## config.mk

```make
export PLATFORM = sky130hd
export DESIGN_NAME = imem_loader
export DESIGN_NICKNAME = d
export VERILOG_FILES = /design/src/rtl/imem_loader.sv
export SDC_FILE = /design/constraint.sdc
export NUM_CORES = 1
export LEC_CHECK = 0
export BUFFER_PORTS_ARGS = -buffer_cell sky130_fd_sc_hd__clkbuf_2
export CAP_MARGIN = 10
export CORE_MARGIN = 10
export CORE_UTILIZATION = 52
export CTS_BUF_LIST = sky130_fd_sc_hd__clkbuf_8
export DETAILED_ROUTE_END_ITERATION = 16
export PLACE_DENSITY_LB_ADDON = 0.1
export REMOVE_ABC_BUFFERS = 1
export SLEW_MARGIN = 40
export SYNTH_ARGS = -nofsm -noshare
export SYNTH_HDL_FRONTEND = slang
export SYNTH_SLANG_ARGS = --single-unit
```

## constraint.sdc

```tcl
create_clock -name clk_i -period 5.3 [get_ports clk_i]
set_clock_uncertainty 0.1 [all_clocks]
set_input_delay 0.53 -clock clk_i [delete_from_list [all_inputs] [get_ports clk_i]]
set_output_delay 0.53 -clock clk_i [all_outputs]
set_load 0.005 [all_outputs]
```

## src/rtl/imem_loader.sv

```systemverilog
// imem_loader: assembles a little-endian byte stream into 32-bit imem words, then releases the CPU.
// Optional feature macro LOADER_CHECKSUM_EN adds a trailing XOR checksum byte before release.
module imem_loader #(
  parameter int ADDR_W       = 8,
  parameter int HDR_ZERO_MAX = 1
) (
  input  logic              clk_i,
  input  logic              rst_i,
  input  logic              byte_valid_i,
  input  logic [7:0]        byte_data_i,
  output logic              byte_ready_o,
  input  logic              restart_i,
  output logic              imem_we_o,
  output logic [ADDR_W-1:0] imem_addr_o,
  output logic [31:0]       imem_data_o,
  output logic              cpu_rst_n_o,
  output logic              cpu_start_o,
  output logic              done_o,
  output logic              err_o,
  output logic [ADDR_W:0]   words_o
);

  localparam logic [2:0] S_HDR  = 3'd0;
  localparam logic [2:0] S_DATA = 3'd1;
  localparam logic [2:0] S_DONE = 3'd3;
  localparam logic [2:0] S_ERR  = 3'd4;
`ifdef LOADER_CHECKSUM_EN
  localparam logic [2:0] S_CHK  = 3'd2;
  localparam logic [2:0] S_LAST = S_CHK;
`else
  localparam logic [2:0] S_LAST = S_DONE;
`endif

  localparam logic [ADDR_W:0] MAX_WORDS = {1'b1, {ADDR_W{1'b0}}};

  logic [2:0]        state_q;
  logic [ADDR_W:0]   target_q;
  logic [ADDR_W:0]   words_q;
  logic [ADDR_W:0]   words_nxt;
  logic [1:0]        idx_q;
  logic [23:0]       pack_p0;
  logic              wr_vld_p1;
  logic [ADDR_W-1:0] wr_addr_p1;
  logic [31:0]       wr_data_p1;
  logic              run_q;
  logic              accept;
  logic [31:0]       hdr_ext;
  logic [ADDR_W:0]   hdr_n;
  logic              hdr_bad;
`ifdef LOADER_CHECKSUM_EN
  logic [7:0]        chk_q;
`endif

`ifdef LOADER_CHECKSUM_EN
  assign byte_ready_o = (state_q == S_HDR) || (state_q == S_DATA) || (state_q == S_CHK);
`else
  assign byte_ready_o = (state_q == S_HDR) || (state_q == S_DATA);
`endif
  assign accept    = byte_valid_i & byte_ready_o;
  assign words_nxt = words_q + {{ADDR_W{1'b0}}, 1'b1};

  // Header 0 is either a full-size image or an error; oversize headers are rejected.
  always_comb begin
    hdr_ext = {24'd0, byte_data_i};
    hdr_n   = hdr_ext[ADDR_W:0];
    hdr_bad = 1'b0;
    if (byte_data_i == 8'd0) begin
      hdr_n   = MAX_WORDS;
      hdr_bad = (HDR_ZERO_MAX == 0);
    end else if (hdr_ext > 32'(MAX_WORDS)) begin
      hdr_bad = 1'b1;
    end
  end

  always_ff @(posedge clk_i or negedge rst_i) begin
    if (!rst_i) begin
      state_q    <= S_HDR;
      target_q   <= '0;
      words_q    <= '0;
      idx_q      <= 2'd0;
      pack_p0    <= 24'd0;
      wr_vld_p1  <= 1'b0;
      wr_addr_p1 <= '0;
      wr_data_p1 <= 32'd0;
      run_q      <= 1'b0;
`ifdef LOADER_CHECKSUM_EN
      chk_q      <= 8'd0;
`endif
    end else begin
      wr_vld_p1 <= 1'b0;
      if (restart_i && (state_q == S_DONE || state_q == S_ERR)) begin
        state_q  <= S_HDR;
        target_q <= '0;
        words_q  <= '0;
        idx_q    <= 2'd0;
        pack_p0  <= 24'd0;
        run_q    <= 1'b0;
`ifdef LOADER_CHECKSUM_EN
        chk_q    <= 8'd0;
`endif
      end else begin
        case (state_q)
          S_HDR: begin
            if (accept) begin
`ifdef LOADER_CHECKSUM_EN
              chk_q <= byte_data_i;
`endif
              if (hdr_bad) begin
                state_q <= S_ERR;
              end else begin
                target_q <= hdr_n;
                state_q  <= S_DATA;
              end
            end
          end
          S_DATA: begin
            if (accept) begin
`ifdef LOADER_CHECKSUM_EN
              chk_q <= chk_q ^ byte_data_i;
`endif
              // p0 -> p1: fourth byte completes the word and launches the write strobe
              if (idx_q == 2'd3) begin
                wr_vld_p1  <= 1'b1;
                wr_addr_p1 <= words_q[ADDR_W-1:0];
                wr_data_p1 <= {byte_data_i, pack_p0};
                idx_q      <= 2'd0;
                if (words_q != MAX_WORDS) words_q <= words_nxt;
                if (words_nxt == target_q) state_q <= S_LAST;
              end else begin
                case (idx_q)
                  2'd0:    pack_p0[7:0]   <= byte_data_i;
                  2'd1:    pack_p0[15:8]  <= byte_data_i;
                  default: pack_p0[23:16] <= byte_data_i;
                endcase
                idx_q <= idx_q + 2'd1;
              end
            end
          end
`ifdef LOADER_CHECKSUM_EN
          S_CHK: begin
            if (accept) state_q <= (byte_data_i == chk_q) ? S_DONE : S_ERR;
          end
`endif
          // Entered on the last strobe edge, so the CPU is released one cycle later.
          S_DONE: run_q <= 1'b1;
          S_ERR:  run_q <= 1'b0;
          default: state_q <= S_HDR;
        endcase
      end
    end
  end

  assign imem_we_o   = wr_vld_p1;
  assign imem_addr_o = wr_addr_p1;
  assign imem_data_o = wr_data_p1;
  assign cpu_rst_n_o = run_q;
  assign cpu_start_o = run_q;
  assign done_o      = run_q;
  assign err_o       = (state_q == S_ERR);
  assign words_o     = words_q;

endmodule

```

==> results.yml, run 1 <==
worst_setup_path:
  end_kind: "flop"
  crit_fanout: 47
  rr_worst_depth: 6
  critical_path_arrival_ns: 2.80
  cp_slowest_cell: "a41o_2"
  cp_num_buf_inv: 0
  path_cells: "ha_1, nand4b_4, a41o_2, and2_4, o21ai_0, o41ai_2"
  crit_type: "reg -> reg"
  crit_family: "compound AO/OA/AOI/OAI gates"
  rrSetupSlack_ns: 2.64
  max_stage_delay_ns: 0.59
  reg2reg_to: "words_o[7]$_DFFE_PN0P_"
  cp.required_ns: 5.44
  r2r-start: "idx_q[0]$_DFFE_PN0P_"
  critPathLaunchType: "flop"
synth:
  syn_area_per_cell_um2: 9.34
  synth-adder-area-share_pct: 1.58
  netlist_area_um2: 3950
  yosysSeqAreaShare_pct: 55.7
  synthTopCellsByArea: "dfrtp_1, nand2_1, nand3_1"
  synth.distinct_cells: 43
  yosys.area.top_type: "dfrtp_1"
  yosys.area_share.xor_xnor_pct: 3.10
  synth_compound_area_share_pct: 11.1
  ys_async_sr_fraction_pct: 100
  synth_top_area_share_pct: 55.7
  yosysWarnings: 0
  ys_ff_latch: 88
  muxShareOfSynthArea_pct: 0
  yosys.area_share.simple_pct: 23.1
  syn_inst: 423
  synth-main-ff-cell: "dfrtp_1"
  synth_top_family_by_area: "simple AND/OR/NAND/NOR gates"
  synth-edff-count: 0
detailed_routing:
  final_antenna_net_count: 0
  drt-total-wl_um: 9090
  viasPerCell: 5.38
  first_pass_iters: 6
  wl_met1_um: 4120
  drc_errors: 0
  wl_met2_um: 4150
  routed.top_layer: "met4"
  avgRoutedWirePerCell_um: 15.8
  num_vias: 3106
  drtIter0Drc: 178
  wl_met3_um: 721
timing:
  fin_crit_sh_pct: 50.2
  max-slew-margin-rel_pct: 55.5
  setup-tns-final_ns: 0
  period_needed_ns: 2.66
  setup_viol_count_final: 0
  rsz0062_at_grt: "false"
  fmax_mhz: 376
  slew_violations: 0
  finalHoldViolCount: 0
  worst_slew_pin_slew_ns: 0.665
die:
  std_cell_rows: 31
  die_height_um: 107
  design.core.area_um2: 7330
  num_io_pins: 67
  die_w_um: 107
  dieArea_um2: 11500
  start_util_pct: 53.9
finish:
  final_common_cell: "nand2_1"
  num_antenna_cells: 0
  drive_above_1_share_pct: 19.7
  layout_common_cells: "nand2_1, dfrtp_1, clkbuf_2, nand3_1, a21oi_1"
  fin_nets: 490
  area_growth_pct: 13.5
  fill_cells: 676
pwr:
  powerDensity_nw_per_um2: 537
  peakVddDrop_uv: 319
  power_uw: 2410
  p_leak_uw: 0.00230
hold_path:
  hold_start: "restart_i"
  hold_end: "state_q[0]$_DFFE_PN0P_"
  whs_path_depth: 2
  min_path_type: "in -> reg"
place:
  dp_hpwl_um: 6050
  routabilityCongestion: 0.788
  io_buffers: 65
global_routing:
  antenna_found_initial: 0
  grt_pass1_wl_um: 15300
  grt_max_degree: 67
  grt_pass1_vias: 3122
  overflow: 0
  grt_util_all_layers_pct: 16.2
clocking:
  clk_latency_ns: 0.35
  clkSinkCount: 88
  cts_root_buf: "clkbuf_8"
  path_clk_slew_ns: 0.09
  cts_buffer_depth: 2
  h-tree-depth: 3
  numCtsBuffers: 9
  cts_tree: "built"
run_status:
  outcome: "complete, no violations"
flow_run:
  cap_violations: 0
cell type report:
| type | instances | area (um2) | share of cell area (%) |
|---|---|---|---|
| multi-input combinational | 298 | 1550 | 34.5 |
| inverter | 8 | 30.0 | 0.670 |
| clock buffer | 9 | 124 | 2.76 |
| sequential | 88 | 2200 | 49.1 |
| clock inverter | 7 | 103 | 2.29 |
| timing repair buffer | 68 | 357 | 7.95 |
| tap | 99 | 124 | 2.76 |
metal layers:
layer  GRT usage, %  up-vias
li1               -     1504
met3           4.91       11
met1           22.0     1484
met5              0        -
met2           23.8      107
met4           6.29        0
worst max path at each step:
| stage | to | slack (ns) | start | cells after the start |
|---|---|---|---|---|
| floorplan | words_o[7]$_DFFE_PN0P_ | 3.09 | idx_q[0]$_DFFE_PN0P_ | 6 |
| global placement | imem_data_o[16]$_DFFE_PN0P_ | 2.43 | byte_valid_i | 5 |
| global route | words_o[7]$_DFFE_PN0P_ | 2.44 | idx_q[0]$_DFFE_PN0P_ | 6 |
| finish | words_o[7]$_DFFE_PN0P_ | 2.64 | idx_q[0]$_DFFE_PN0P_ | 6 |
| detailed placement | words_o[7]$_DFFE_PN0P_ | 2.61 | idx_q[0]$_DFFE_PN0P_ | 6 |
| CTS | words_o[7]$_DFFE_PN0P_ | 2.58 | idx_q[0]$_DFFE_PN0P_ | 6 |
registers in the layout (all words and copies together) (netlist names):
name / flops
target_q: 9
idx_q: 2
imem_data_o: 32
cpu_rst_n_o: 1
imem_addr_o: 8
pack_p0: 24
state_q: 2
imem_we_o: 1
words_o: 9
cells by family after synthesis:
group | after synthesis
AOI/OAI and AO/OA | 70
xor gates and xnor gates | 14
adders and majority gates | 5
buffers and inverters | 37
DFF | 88
other | 1
and+or+nand+nor | 208
synthesized netlist by cell type, types with 3 or more instances:
library cell	number
xnor2_1	8
buf_4	5
xor2_1	6
nor4_1	4
buf_6	5
nand2_1	150
o31ai_1	3
ha_1	5
nand3_1	32
a21oi_1	29
o21ai_0	15
inv_1	8
a22o_1	10
nor2_1	7
dfrtp_1	88
clkbuf_1	10
buf_2	8
what timing repair did:
item,4_1_cts,5_1_grt
endpoints found under the hold margin,22,0
buffers inserted,0,0
gates resized for setup,0,0
hold buffers,1,0
through the flow:
step,cell area (um2),hold slack [ns],std cells,setup WS (ns),utilization (%)
2_1_floorplan,3780,0.134,394,3.09,-
4_1_cts,4480,0.313,577,2.58,61.1
3_5_place_dp,4240,0.341,560,2.61,57.9
6_report,4480,0.310,577,2.64,61.2
3_3_place_gp,4240,0.342,560,2.43,57.9
5_1_grt,4480,0.335,577,2.44,61.2
report_power, final:
group	internal, uW	leakage (uW)	total [uW]	switching (uW)
sequential	926	0.00113	1100	174
combinational	343	0.00107	782	439
clock	271	0.000110	526	255
(Power assumes the default switching activity.)
==> inputs of run 2 (changes only) <==
Clock period 5.3 ns to 2.21 ns, I/O delays scaled along.
==> run 2 against run 1 <==
Utilization is 1.6 points higher. Critical path type unchanged. Non-clock buffer count increased by 16. Clock power up 120%. Maximum frequency up 31%.
==> results.yml, run 2 (synthesized netlist as in run 1, its figures left out) <==
worst_setup_path:
  r2r-start: "words_o[0]$_DFFE_PN0P_"
  crit_fanout: 10
  cp_slowest_cell: "nor4b_1"
  max_stage_delay_ns: 0.50
  end_kind: "flop"
  rrSetupSlack_ns: 0.17
  critical_path_arrival_ns: 2.22
  reg2reg_to: "state_q[1]$_DFFE_PN0P_"
  rr_worst_depth: 6
  path_cells: "ha_1, buf_4, xnor2_1, nor4b_1, nand4_1, o22ai_1"
  critPathLaunchType: "flop"
  cp.required_ns: 2.39
  crit_family: "simple AND/OR/NAND/NOR gates"
  cp_num_buf_inv: 1
  crit_type: "reg -> reg"
timing:
  slew_violations: 0
  fin_ws_ns: 0.172
  rsz0062_at_grt: "false"
  whs_ns: 0.0230
  finalHoldViolCount: 0
  setup_viol_count_final: 0
  fin_crit_sh_pct: 92.2
  fmax_mhz: 491
  max-slew-margin-rel_pct: 54.4
  worst_slew_pin_slew_ns: 0.681
  period_needed_ns: 2.04
pwr:
  swShare_pct: 36.3
  p_clk_share_pct: 20.2
  p_int_uw: 3710
  power_frac_seq_pct: 44.9
  p_leak_uw: 0.00238
  switching_power_uw: 2110
  powerDensity_nw_per_um2: 1270
  peakVddDrop_uv: 658
  power_frac_comb_pct: 34.9
hold_path:
  min_path_type: "in -> reg"
  hold_end: "state_q[0]$_DFFE_PN0P_"
  whs_path_depth: 2
  hold_start: "restart_i"
clocking:
  path_clk_slew_ns: 0.09
  cts_root_buf: "clkbuf_8"
  ctsResizeCount: 0
  clk_latency_ns: 0.35
  cts_buffer_depth: 2
  h-tree-depth: 3
  clkSinkCount: 88
  numCtsBuffers: 9
  cts_tree: "built"
die:
  std_cell_rows: 31
  design.core.area_um2: 7330
  die_w_um: 107
  dieArea_um2: 11500
  die_height_um: 107
  num_io_pins: 67
  start_util_pct: 53.9
place:
  place_ws_ns: 0.235
  io_buffers: 65
  routabilityCongestion: 0.873
  dp_hpwl_um: 6550
detailed_routing:
  viasPerCell: 5.37
  num_vias: 3186
  drc_errors: 0
  wl_met3_um: 681
  first_pass_iters: 4
  final_antenna_net_count: 0
  drt-total-wl_um: 9390
  routed.top_layer: "met4"
  wl_met2_um: 4300
  wl_met1_um: 4250
  drtIter0Drc: 149
  avgRoutedWirePerCell_um: 15.8
run_status:
  outcome: "complete, no violations"
finish:
  largest_reg_flops: 32
  final_common_cell: "nand2_1"
  fin_nets: 506
  num_antenna_cells: 0
  drive_above_1_share_pct: 21.9
  area_growth_pct: 16.3
  layout_common_cells: "nand2_1, dfrtp_1, clkbuf_2, nand3_1, a21oi_1"
global_routing:
  grt_pass1_wl_um: 15900
  overflow: 0
  grt_max_degree: 49
  antenna_found_initial: 0
  grt_util_all_layers_pct: 17.0
  grt_pass1_vias: 3145
flow_run:
  cap_violations: 0
run 2: how the worst max path moves through the flow:
stage / from / end / slack [ns] / cells past startpoint
2_1_floorplan: idx_q[0]$_DFFE_PN0P_ / words_o[7]$_DFFE_PN0P_ / -0.0009 / 6
6_report: words_o[0]$_DFFE_PN0P_ / state_q[1]$_DFFE_PN0P_ / 0.17 / 6
4_1_cts: words_o[0]$_DFFE_PN0P_ / state_q[1]$_DFFE_PN0P_ / 0.21 / 6
3_5_place_dp: words_o[0]$_DFFE_PN0P_ / state_q[1]$_DFFE_PN0P_ / 0.23 / 6
5_1_grt: words_o[0]$_DFFE_PN0P_ / state_q[1]$_DFFE_PN0P_ / 0.03 / 6
3_3_place_gp: words_o[0]$_DFFE_PN0P_ / state_q[1]$_DFFE_PN0P_ / 0.27 / 6
run 2: timing repair:
action	4_1_cts	5_1_grt
hold buffers	1	0
hold endpoints to repair	45	0
buffers inserted	0	0
run 2: per-layer routing:
| layer | vias up | GRT usage [%] |
|---|---|---|
| li1 | 1542 | - |
| met1 | 1533 | 22.9 |
| met2 | 98 | 25.7 |
| met3 | 13 | 4.37 |
| met4 | 0 | 6.67 |
| met5 | - | 0 |
run 2: area by class of cell:
type / instances / area, um2
clock buffer: 10 / 138
fill: 629 / 2730
timing repair buffer: 84 / 485
clock inverter: 6 / 75.1
tap: 99 / 124
sequential: 88 / 2200
inverter: 8 / 30.0
multi-input combinational: 298 / 1540
run 2: power by group through the flow:
| stage | sequential [uW] | combinational (uW) | clock (uW) |
|---|---|---|---|
| finish | 2610 | 2030 | 1180 |
| global route | 2690 | 2340 | 1250 |
| CTS | 2610 | 2070 | 1210 |
| detailed placement | 2640 | 2050 | 0 |
| global placement | 2620 | 2020 | 0 |
| floorplan | 2620 | 1180 | 0 |
run 2: metrics by stage:
| stage | util [%] | setup TNS (ns) | area [um2] | std cells | power (uW) |
|---|---|---|---|---|---|
| global route | 62.7 | 0 | 4600 | 593 | 6290 |
| CTS | 62.7 | 0 | 4600 | 593 | 5880 |
| floorplan | - | -0.000904 | 3780 | 394 | 3800 |
| global placement | 59.7 | 0 | 4380 | 576 | 4640 |
| detailed placement | 59.7 | 0 | 4380 | 576 | 4690 |
| finish | 62.7 | 0 | 4600 | 593 | 5820 |
